<file path="config.mk">
export PLATFORM = sky130hd
export DESIGN_NAME = updown_load_counter
export DESIGN_NICKNAME = d
export VERILOG_FILES = /design/src/rtl/updown_load_counter.sv
export SDC_FILE = /design/constraint.sdc
export NUM_CORES = 1
export LEC_CHECK = 0
export ABC_CLOCK_PERIOD_IN_PS = 1450
export BUFFER_PORTS_ARGS = -buffer_cell sky130_fd_sc_hd__buf_2
export CAP_MARGIN = 10
export CORE_AREA = 2 2 39 41
export DETAILED_ROUTE_END_ITERATION = 10
export DIE_AREA = 0 0 41 43
export SLEW_MARGIN = 40
export SYNTH_ARGS = -nofsm -noshare
export SYNTH_HDL_FRONTEND = slang
export SYNTH_SLANG_ARGS = --single-unit
</file>
<file path="constraint.sdc">
create_clock -name clk -period 1.45 [get_ports clk]
set_clock_uncertainty 0.05 [all_clocks]
set_input_delay 0.145 -clock clk [delete_from_list [all_inputs] [get_ports clk]]
set_output_delay 0.145 -clock clk [all_outputs]
set_load 0.01 [all_outputs]
</file>
<file path="src/rtl/updown_load_counter.sv">
// Synchronous up/down counter with active-low parallel load, count enable and all-ones/zero flags.
// Define COUNTER_SATURATE_EN to saturate at the ends instead of wrapping and to add the sat_hit pulse.
module updown_load_counter #(
  parameter int WIDTH = 4
) (
  input  logic             clk,
  input  logic             rst,
  input  logic             load_n,
  input  logic             up_down,
  input  logic             ce,
  input  logic [WIDTH-1:0] data_load,
  output logic [WIDTH-1:0] count_out,
  output logic             max_count,
`ifdef COUNTER_SATURATE_EN
  output logic             sat_hit,
`endif
  output logic             zero
);

  localparam logic [WIDTH-1:0] ALL_ONES = '1;
  localparam logic [WIDTH-1:0] ALL_ZERO = '0;

  logic [WIDTH-1:0] r_count;
  logic [WIDTH-1:0] w_next;

`ifdef COUNTER_SATURATE_EN
  logic r_sat_hit;
  logic w_blocked;

  // True when the requested step would run past either end of the range.
  function automatic logic f_blocked(input logic [WIDTH-1:0] cnt, input logic up);
    return up ? (cnt == ALL_ONES) : (cnt == ALL_ZERO);
  endfunction

  function automatic logic [WIDTH-1:0] f_step(input logic [WIDTH-1:0] cnt, input logic up);
    if (f_blocked(cnt, up)) return cnt;
    return up ? cnt + 1'b1 : cnt - 1'b1;
  endfunction

  assign w_blocked = f_blocked(r_count, up_down);
`else
  // Modulo 2^WIDTH: the adder simply drops the carry/borrow.
  function automatic logic [WIDTH-1:0] f_step(input logic [WIDTH-1:0] cnt, input logic up);
    return up ? cnt + 1'b1 : cnt - 1'b1;
  endfunction
`endif

  assign w_next = f_step(r_count, up_down);

  always_ff @(posedge clk) begin
    if (rst) begin
      r_count <= '0;
    end else if (!load_n) begin
      r_count <= data_load;
    end else if (ce) begin
      r_count <= w_next;
    end
  end

`ifdef COUNTER_SATURATE_EN
  // Pulses only for a count request that saturation swallowed; load and hold clear it.
  always_ff @(posedge clk) begin
    if (rst) begin
      r_sat_hit <= 1'b0;
    end else begin
      r_sat_hit <= load_n && ce && w_blocked;
    end
  end

  assign sat_hit = r_sat_hit;
`endif

  // Flags decode the register only, so they are as clean as the register itself.
  assign count_out = r_count;
  assign max_count = (r_count == ALL_ONES);
  assign zero      = (r_count == ALL_ZERO);

endmodule

</file>
==> results of run 1 <==
## metrics by stage
step                TNS, ps  worst slack [ps]  cell area [um2]  power (mW)  hold slack [ps]
global placement          0              4.25              407       0.249              337
floorplan                 0              24.0              304       0.204              164
finish                    0              78.7              445       0.392              102
global route              0              20.1              445       0.423              118
detailed placement    -23.4             -23.4              407       0.251              344
CTS                       0              23.2              429       0.391              101
## synthesized netlist by cell type
master / count / area (um2)
a311o_1: 1 / 10.0
clkbuf_2: 1 / 5.00
or2b_1: 1 / 7.51
nand3_1: 1 / 5.00
mux2i_1: 1 / 10.0
buf_2: 1 / 5.00
a211o_1: 1 / 8.76
and4_2: 1 / 10.0
a2111oi_2: 1 / 15.0
inv_1: 2 / 7.51
nor4_1: 1 / 6.26
fa_1: 1 / 20.0
nor3b_1: 1 / 7.51
a21oi_1: 2 / 10.0
dfxtp_1: 4 / 80.1
nor2_1: 4 / 15.0
nand2_1: 2 / 7.51
ha_1: 2 / 25.0
xnor2_1: 3 / 26.3
a211oi_1: 3 / 22.5
## final timing paths
path / from / endpoint / slack [ps]
worst max-delay path: count_out[0]$_SDFFE_PP0P_ / count_out[2]$_SDFFE_PP0P_ / 80
worst min-delay path: data_load[2] / count_out[2]$_SDFFE_PP0P_ / 100
worst max register to register: count_out[0]$_SDFFE_PP0P_ / count_out[2]$_SDFFE_PP0P_ / 80
worst min register to register: count_out[0]$_SDFFE_PP0P_ / count_out[0]$_SDFFE_PP0P_ / 690
## cell type report
cell class / count / area share (%)
inverter: 2 / 1.69
tap: 16 / 4.49
sequential: 4 / 18.0
clock buffer: 3 / 5.06
timing repair buffer: 17 / 20.8
multi-input combinational: 26 / 50.0
## cell families (layout without fill, tap and decap cells)
family / after synthesis / count (layout)
AND/OR/NAND/NOR: 11 / 11
AO/OA/AOI/OAI: 8 / 8
flip-flops: 4 / 4
buffers and inverters: 4 / 22
adder cells (fa/ha/maj): 3 / 3
XOR/XNOR: 3 / 3
multiplexers: 1 / 1
## cells in the final DEF (no fill, tap or decap), types with 2 or more instances in the layout
| master | n |
|---|---|
| buf_4 | 3 |
| dfxtp_1 | 4 |
| nand2_1 | 2 |
| inv_1 | 2 |
| buf_2 | 14 |
| nor2_1 | 4 |
| clkbuf_4 | 3 |
| a211oi_1 | 3 |
| xnor2_1 | 3 |
## power by group
group | switching, mW | total [mW] | internal (mW)
sequential | 0.0110 | 0.132 | 0.121
combinational | 0.0606 | 0.125 | 0.0642
clock | 0.0429 | 0.135 | 0.0924
total | 0.115 | 0.392 | 0.278
## worst reg2reg max path: stages, from the launching register on
cell	delay, ps
dfxtp_1	320
fa_1	400
xnor2_1	130
a211o_1	290
a21oi_1	130
## metal layers
layer	track usage (%)	up-vias	routed length, um
met5	0	-	0
met4	0	0	0
met3	6.28	0	64
met2	15.3	11	350
met1	11.3	142	291
li1	-	160	-
==> qor.txt, run 1 <==
Site Rows - 14
number of global-route vias before repair - 299
hold bufs inserted after CTS - 0
I/O Pins - 15
GP Congestion - 0.711
Worst EP required - 1560 ps
Congestion Overflow GR - 0
critical path cell sequence - fa_1 -> xnor2_1 -> a211o_1 -> a21oi_1
RSZ-0062 raised after global routing - false
CP arrival - 1480 ps
HPWL Detailed - 602 um
DR WL/cell - 10.4 um
Non-Filler Instances - 68
Initial Util - 22.0%
PD cells - 881 nW/um2
final antenna-violating net count - 0
DR DRC count - 0
Top delay family on crit path - compound AO/OA/AOI/OAI gates
Initial DRC Count - 6
initial antenna violation count - 0
Die Height - 43 um
Die Area - 1760 um2
Tightest Pin Transition - 264 ps
later-pin clock latency in the skew report - 230 ps
number of max-cap violations - 0
post-CTS setup buffers - 0
period utilization - 94.6%
Ys Warns - 0
hold-critical path depth - 3
minimum clock period - 1370 ps
PortBufs - 14
CP max FO - 2
layout cells sized above 1 - 46.2%
leakage power - 0.205 nW
reg2reg path depth - 4
Reg clk slew, reported paths - 40 ps
Avg Inst Size Synth - 8.94 um2
clock buffer depth - 2
post-synthesis cell count - 34
Core Util, Final - 32.2%
Pins Over Slew Limit - 0
number of buffers and inverters on the critical path - 0
area of the mapped netlist - 304 um2
largest net degree at the start of global routing - 9
post-synthesis simple-gate area fraction - 19.3%
Placeable Area - 1380 um2
placed insts - 65
Sink Count - 4
register area - 80.1 um2
Root Buffer - clkbuf_4
via count - 313
adder-cell share of the synthesized area - 14.8%
final hold vios - 0
Seq/Total Area, Yosys - 26.3%
post-synthesis mux area share - 3.29%
multi-input logic area - 223 um2
post-synth net total - 46
Post-Route WL - 706 um
Total GRT Usage - 9.66%
Layout Nets - 66
Synth Area in Compound Gates - 21.8%
first-pass GRT wire length - 1150 um
largest family of logic cells by synthesized area - compound AO/OA/AOI/OAI gates
Seq cells post-synth - 4
Fill cells - 139
H-tree depth - 1
worst hold path class - primary input to flop
final antenna diode count - 0
Vias/cell - 4.60
CTS tree - built
first drt pass iteration count - 4
max FFs per register - 4
XOR/XNOR share of the synthesized area - 8.64%
endpoints failing setup - 0
Die Wd - 41 um
outcome - finished, final reports clean
Slowest cell on crit path - fa_1
fmax - 729 MHz
CP Launch Type - flop
Worst path depth - 4
post-CTS resize count - 0
critical path endpoint category - flop
Largest stage delay, worst path - 400 ps
maximum VDD drop - 316 uV
count of cell types in the netlist - 20
clock buffer count from CTS - 3
synthesis-to-layout area growth - 46.5%
Rel. slew slack - 82.4%
path type of the worst setup path - flop to flop
Note: power is estimated with default switching activity, not from simulation.
==> inputs of run 2 (changes only) <==
==> constraint.sdc (replaced) <==
create_clock -name clk -period 1.45 [get_ports clk]
set_clock_uncertainty 0.05 [all_clocks]
set_input_delay 0.0725 -clock clk [delete_from_list [all_inputs] [get_ports clk]]
set_output_delay 0.0725 -clock clk [all_outputs]
set_load 0.01 [all_outputs]
==> qor.txt, run 2 (synthesized netlist as in run 1, its figures left out) <==
internal cell power - 0.276 mW (was 0.278 mW)
placed cell area - 399 um2 (was 407 um2)
Sink Count - 4 (unchanged)
Initial DRC Count - 6 (unchanged)
NetSw - 0.120 mW (was 0.115 mW)
most frequent cells in the layout - 14 x buf_2, 4 x nor2_1 (was 14 x buf_2, 4 x nor2_1, 4 x dfxtp_1)
Placeable Area - 1380 um2 (unchanged)
endpoints failing setup - 0 (unchanged)
Comb power frac - 30.6% (was 31.8%)
PnR worst setup slack - 95.7 ps (was 78.7 ps)
minimum clock period - 1350 ps (was 1370 ps)
Tightest Pin Transition - 285 ps (was 264 ps)
post-CTS setup buffers - 0 (unchanged)
Post-Route Setup TNS - 0 ps (unchanged)
Total GRT Usage - 9.65% (was 9.66%)
via count - 319 (was 313)
later-pin clock latency in the skew report - 240 ps (was 230 ps)
Largest stage delay, worst path - 360 ps (was 400 ps)
Net Sw Frac - 30.2% (was 29.2%)
first drt pass iteration count - 2 (was 4)
CP Launch Type - flop (unchanged)
critical path endpoint category - flop (unchanged)
dpl ws - 35.5 ps (was -23.4 ps)
worst hold path class - primary input to flop (unchanged)
Rel. slew slack - 81.0% (was 82.4%)
maximum VDD drop - 384 uV (was 316 uV)
PortBufs - 14 (unchanged)
fmax - 738 MHz (was 729 MHz)
I/O Pins - 15 (unchanged)
Non-Filler Instances - 67 (was 68)
Sequential Power Share - 34.0% (was 33.7%)
commonest non-fill, non-tap cell in the layout - buf_2 (unchanged)
Congestion Overflow GR - 0 (unchanged)
Slowest cell on crit path - fa_2 (was fa_1)
Final Cell Area - 442 um2 (was 445 um2)
Die Area - 1760 um2 (unchanged)
placed insts - 64 (was 65)
number of buffers and inverters on the critical path - 0 (unchanged)
largest net degree at the start of global routing - 9 (unchanged)
final antenna diode count - 0 (unchanged)
Site Rows - 14 (unchanged)
final antenna-violating net count - 0 (unchanged)
synthesis-to-layout area growth - 45.3% (was 46.5%)
CP arrival - 1470 ps (was 1480 ps)
Layout Nets - 65 (was 66)
DR DRC count - 0 (unchanged)
Die Height - 43 um (unchanged)
RSZ-0062 raised after global routing - false (unchanged)
Reg clk slew, reported paths - 40 ps (about the same)
initial antenna violation count - 0 (unchanged)
Worst EP required - 1570 ps (was 1560 ps)
number of global-route vias before repair - 265 (was 299)
CTS tree - built (unchanged)
clock buffer depth - 2 (unchanged)
critical path cell sequence - fa_2 -> xnor2_1 -> a211o_1 -> a21oi_1 (was fa_1 -> xnor2_1 -> a211o_1 -> a21oi_1)
layout cells sized above 1 - 49.0% (was 46.2%)
clock share of power - 35.5% (was 34.5%)
leakage power - 0.198 nW (was 0.205 nW)
Initial Util - 22.0% (unchanged)
Top delay family on crit path - compound AO/OA/AOI/OAI gates (unchanged)
Post-Route WL - 759 um (was 706 um)
number of max-cap violations - 0 (unchanged)
HPWL Detailed - 595 um (was 602 um)
GP Congestion - 0.647 (was 0.711)
clock buffer count from CTS - 3 (unchanged)
final hold vios - 0 (unchanged)
path type of the worst setup path - flop to flop (unchanged)
Core Util, Final - 31.9% (was 32.2%)
Fill cells - 156 (was 139)
outcome - finished, final reports clean (unchanged)
Root Buffer - clkbuf_4 (unchanged)
max FFs per register - 4 (unchanged)
Die Wd - 41 um (unchanged)
PD cells - 896 nW/um2 (was 881 nW/um2)
CP max FO - 2 (unchanged)
Pins Over Slew Limit - 0 (unchanged)
DR WL/cell - 11.3 um (was 10.4 um)
H-tree depth - 1 (unchanged)
first-pass GRT wire length - 1080 um (was 1150 um)
Vias/cell - 4.76 (was 4.60)
period utilization - 93.4% (was 94.6%)
run 2: cell types whose count changed in the layout (fill, tap and decap cells not counted):
cell	change
dfxtp_2	+1
fa_1	-1
fa_2	+1
buf_4	-1
dfxtp_1	-1
run 2: path summary, 6_finish.rpt:
check                                 start                        end  slack [ps]  depth (start not counted)
setup reg to reg  count_out[0]$_SDFFE_PP0P_  count_out[2]$_SDFFE_PP0P_         100                          4
setup / recovery  count_out[0]$_SDFFE_PP0P_  count_out[2]$_SDFFE_PP0P_         100                          4
hold reg to reg   count_out[1]$_SDFFE_PP0P_  count_out[1]$_SDFFE_PP0P_         600                          2
hold / removal                 data_load[2]  count_out[2]$_SDFFE_PP0P_          30                          3
run 2: what timing repair did:
| action | 4_1_cts | 5_1_grt |
|---|---|---|
| endpoints found under the hold margin | 0 | 0 |
| endpoints found under the setup margin | 0 | 2 |
| gates resized for setup | 0 | 4 |
| hold buffers | 0 | 0 |
run 2: cell type report:
class | count | area [um2] | area share (%)
Sequential cell | 4 | 81.3 | 18.4
Clock buffer | 3 | 22.5 | 5.10
Multi-Input combinational cell | 26 | 225 | 51.0
Inverter | 2 | 7.51 | 1.70
Tap cell | 16 | 20.0 | 4.53
Timing Repair Buffer | 16 | 85.1 | 19.3
run 2: per-layer routing:
| metal | global-route usage, % | vias to the layer above | part of all wire, % |
|---|---|---|---|
| met5 | 0 | - | 0 |
| met4 | 0 | 0 | 0 |
| met3 | 9.42 | 0 | 9.9 |
| met2 | 11.9 | 12 | 45 |
| met1 | 12.9 | 147 | 45 |
| li1 | - | 160 | - |
run 2: tightest hold or removal path: stages:
cell and delay (ps):
buf_2 90, nand2_1 50, a21oi_1 50
run 2: power by group through the flow:
| stage | Combinational [mW] | Sequential (mW) | Clock [mW] |
|---|---|---|---|
| 4_1_cts | 0.114 | 0.133 | 0.147 |
| 6_report | 0.121 | 0.134 | 0.140 |
| 5_1_grt | 0.136 | 0.136 | 0.161 |
| 3_5_place_dp | 0.114 | 0.135 | 0 |
| 2_1_floorplan | 0.0640 | 0.140 | 0 |
| 3_3_place_gp | 0.113 | 0.134 | 0 |
run 2: per-stage QoR:
step | hold slack (ps) | total power, mW
final | 32.7 | 0.396
after global routing | 25.2 | 0.433
after global placement | 278 | 0.247
after CTS | 21.9 | 0.394
after detailed placement | 276 | 0.249
after floorplan | 91.6 | 0.204
==> inputs of run 3 (changes only) <==
- PLACE_DENSITY: not set -> 0.51
==> qor.txt, run 3 (synthesized netlist as in run 1, its figures left out) <==
outcome - finished, final reports clean (unchanged)
Min-Delay Endpoint - count_out[2]$_SDFFE_PP0P_ (unchanged)
Root Buffer - clkbuf_4 (unchanged)
Reg clk slew, reported paths - 40 ps (about the same)
final antenna-violating net count - 0 (unchanged)
Largest stage delay, worst path - 360 ps (about the same)
Die Height - 43 um (unchanged)
Post-Route Setup TNS - 0 ps (unchanged)
I/O Pins - 15 (unchanged)
layout cells sized above 1 - 48.1% (was 49.0%)
post-CTS setup buffers - 0 (unchanged)
Site Rows - 14 (unchanged)
RSZ-0062 raised after global routing - false (unchanged)
Initial DRC Count - 1 (was 6)
initial antenna violation count - 0 (unchanged)
Post-Route WL - 743 um (was 759 um)
maximum VDD drop - 385 uV (was 384 uV)
hold-critical path depth - 3 (unchanged)
max FFs per register - 4 (unchanged)
Slowest cell on crit path - fa_2 (unchanged)
PD cells - 880 nW/um2 (was 896 nW/um2)
Vias/cell - 4.57 (was 4.76)
minimum clock period - 1350 ps (about the same)
worst hold path class - primary input to flop (unchanged)
most frequent cells in the layout - 14 x buf_2, 4 x nor2_1, 4 x dfxtp_1 (was 14 x buf_2, 4 x nor2_1)
Net Sw Frac - 29.3% (was 30.2%)
number of global-route vias before repair - 311 (was 265)
Die Wd - 41 um (unchanged)
NetSw - 0.115 mW (was 0.120 mW)
Congestion Overflow GR - 0 (unchanged)
period utilization - 92.8% (was 93.4%)
hold bufs inserted after CTS - 0 (unchanged)
leakage power - 0.203 nW (was 0.198 nW)
H-tree depth - 1 (unchanged)
internal cell power - 0.279 mW (was 0.276 mW)
critical path cell sequence - fa_2 -> xnor2_1 -> a211o_1 -> a21oi_1 (unchanged)
first drt pass iteration count - 4 (was 2)
PortBufs - 14 (unchanged)
critical path endpoint category - flop (unchanged)
Comb power frac - 31.9% (was 30.6%)
later-pin clock latency in the skew report - 230 ps (was 240 ps)
CP max FO - 2 (unchanged)
largest net degree at the start of global routing - 9 (unchanged)
via count - 311 (was 319)
path type of the worst setup path - flop to flop (unchanged)
Tightest Pin Transition - 258 ps (was 285 ps)
hold path start - data_load[2] (unchanged)
Worst R2R Start - count_out[0]$_SDFFE_PP0P_ (unchanged)
Sink Count - 4 (unchanged)
DR WL/cell - 10.9 um (was 11.3 um)
commonest non-fill, non-tap cell in the layout - buf_2 (unchanged)
endpoints failing setup - 0 (unchanged)
CTS tree - built (unchanged)
final antenna diode count - 0 (unchanged)
synthesis-to-layout area growth - 47.3% (was 45.3%)
post-CTS resize count - 0 (unchanged)
worst r2r dst - count_out[2]$_SDFFE_PP0P_ (unchanged)
Placeable Area - 1380 um2 (unchanged)
Rel. slew slack - 82.8% (was 81.0%)
Layout Nets - 66 (was 65)
fmax - 743 MHz (was 738 MHz)
R2R setup slack - 100 ps (about the same)
Sequential Power Share - 33.6% (was 34.0%)
HPWL Detailed - 613 um (was 595 um)
Total GRT Usage - 11.4% (was 9.65%)
Die Area - 1760 um2 (unchanged)
Initial Util - 22.0% (unchanged)
GP Congestion - 0.689 (was 0.647)
number of max-cap violations - 0 (unchanged)
total power - 0.394 mW (was 0.396 mW)
Pins Over Slew Limit - 0 (unchanged)
Worst EP required - 1560 ps (was 1570 ps)
DR DRC count - 0 (unchanged)
clock buffer depth - 2 (unchanged)
final hold vios - 0 (unchanged)
CP arrival - 1450 ps (was 1470 ps)
CP Launch Type - flop (unchanged)
first-pass GRT wire length - 1330 um (was 1080 um)
clock share of power - 34.5% (was 35.5%)
reg2reg path depth - 4 (unchanged)
clock buffer count from CTS - 3 (unchanged)
[run 3: cell types whose count changed in the layout (fill, tap and decap cells not counted), sizes merged]
cell  change
buf       +1
[run 3: area by class of cell]
class	count	area, um2
Fill cell	155	936
Multi-Input combinational cell	26	225
Timing Repair Buffer	17	92.6
Sequential cell	4	80.1
Clock buffer	3	22.5
Tap cell	16	20.0
Inverter	2	7.51
[run 3: how the worst max path moves through the flow]
stage                                          from                        end  depth (start not counted)
after floorplan           count_out[0]$_SDFFE_PP0P_  count_out[2]$_SDFFE_PP0P_                          4
after global placement    count_out[2]$_SDFFE_PP0P_  count_out[3]$_SDFFE_PP0P_                          4
after detailed placement  count_out[2]$_SDFFE_PP0P_  count_out[3]$_SDFFE_PP0P_                          4
after CTS                 count_out[2]$_SDFFE_PP0P_  count_out[3]$_SDFFE_PP0P_                          4
after global routing      count_out[1]$_SDFFE_PP0P_  count_out[2]$_SDFFE_PP0P_                          4
final                     count_out[0]$_SDFFE_PP0P_  count_out[2]$_SDFFE_PP0P_                          4
[run 3: critical path: cells and delay by family, from the launching register on]
kind | cells | cell delay [ps]
xor gates and xnor gates | 1 | 130
DFF | 1 | 320
adders and majority gates | 1 | 360
AOI/OAI and AO/OA | 2 | 420
[run 3: metrics by stage]
step / instances / worst slack [ps] / instance area [um2] / hold WS (ps) / utilization (%)
floorplan: 34 / 24.0 / 304 / 91.6 / -
global placement: 65 / 40.9 / 407 / 275 / 29.4
detailed placement: 65 / 32.3 / 407 / 288 / 29.4
CTS: 68 / 28.0 / 429 / 41.4 / 31.0
global route: 68 / 8.94 / 448 / 57.7 / 32.4
finish: 68 / 104 / 448 / 39.9 / 32.4
[run 3: layer usage]
layer / part of all wire, % / vias up / global-route usage [%]
li1: - / 160 / -
met1: 42 / 144 / 14.1
met2: 53 / 7 / 16.3
met3: 4.4 / 0 / 3.14
met4: 0 / 0 / 8.00
met5: 0 / - / 0
[run 3: power by group through the flow]
stage                     clock network (mW)  logic, mW  registers [mW]
after detailed placement                   0      0.119           0.134
after floorplan                            0     0.0640           0.140
after global placement                     0      0.119           0.134
after CTS                              0.145      0.120           0.132
after global routing                   0.150      0.144           0.134
final                                  0.136      0.126           0.133
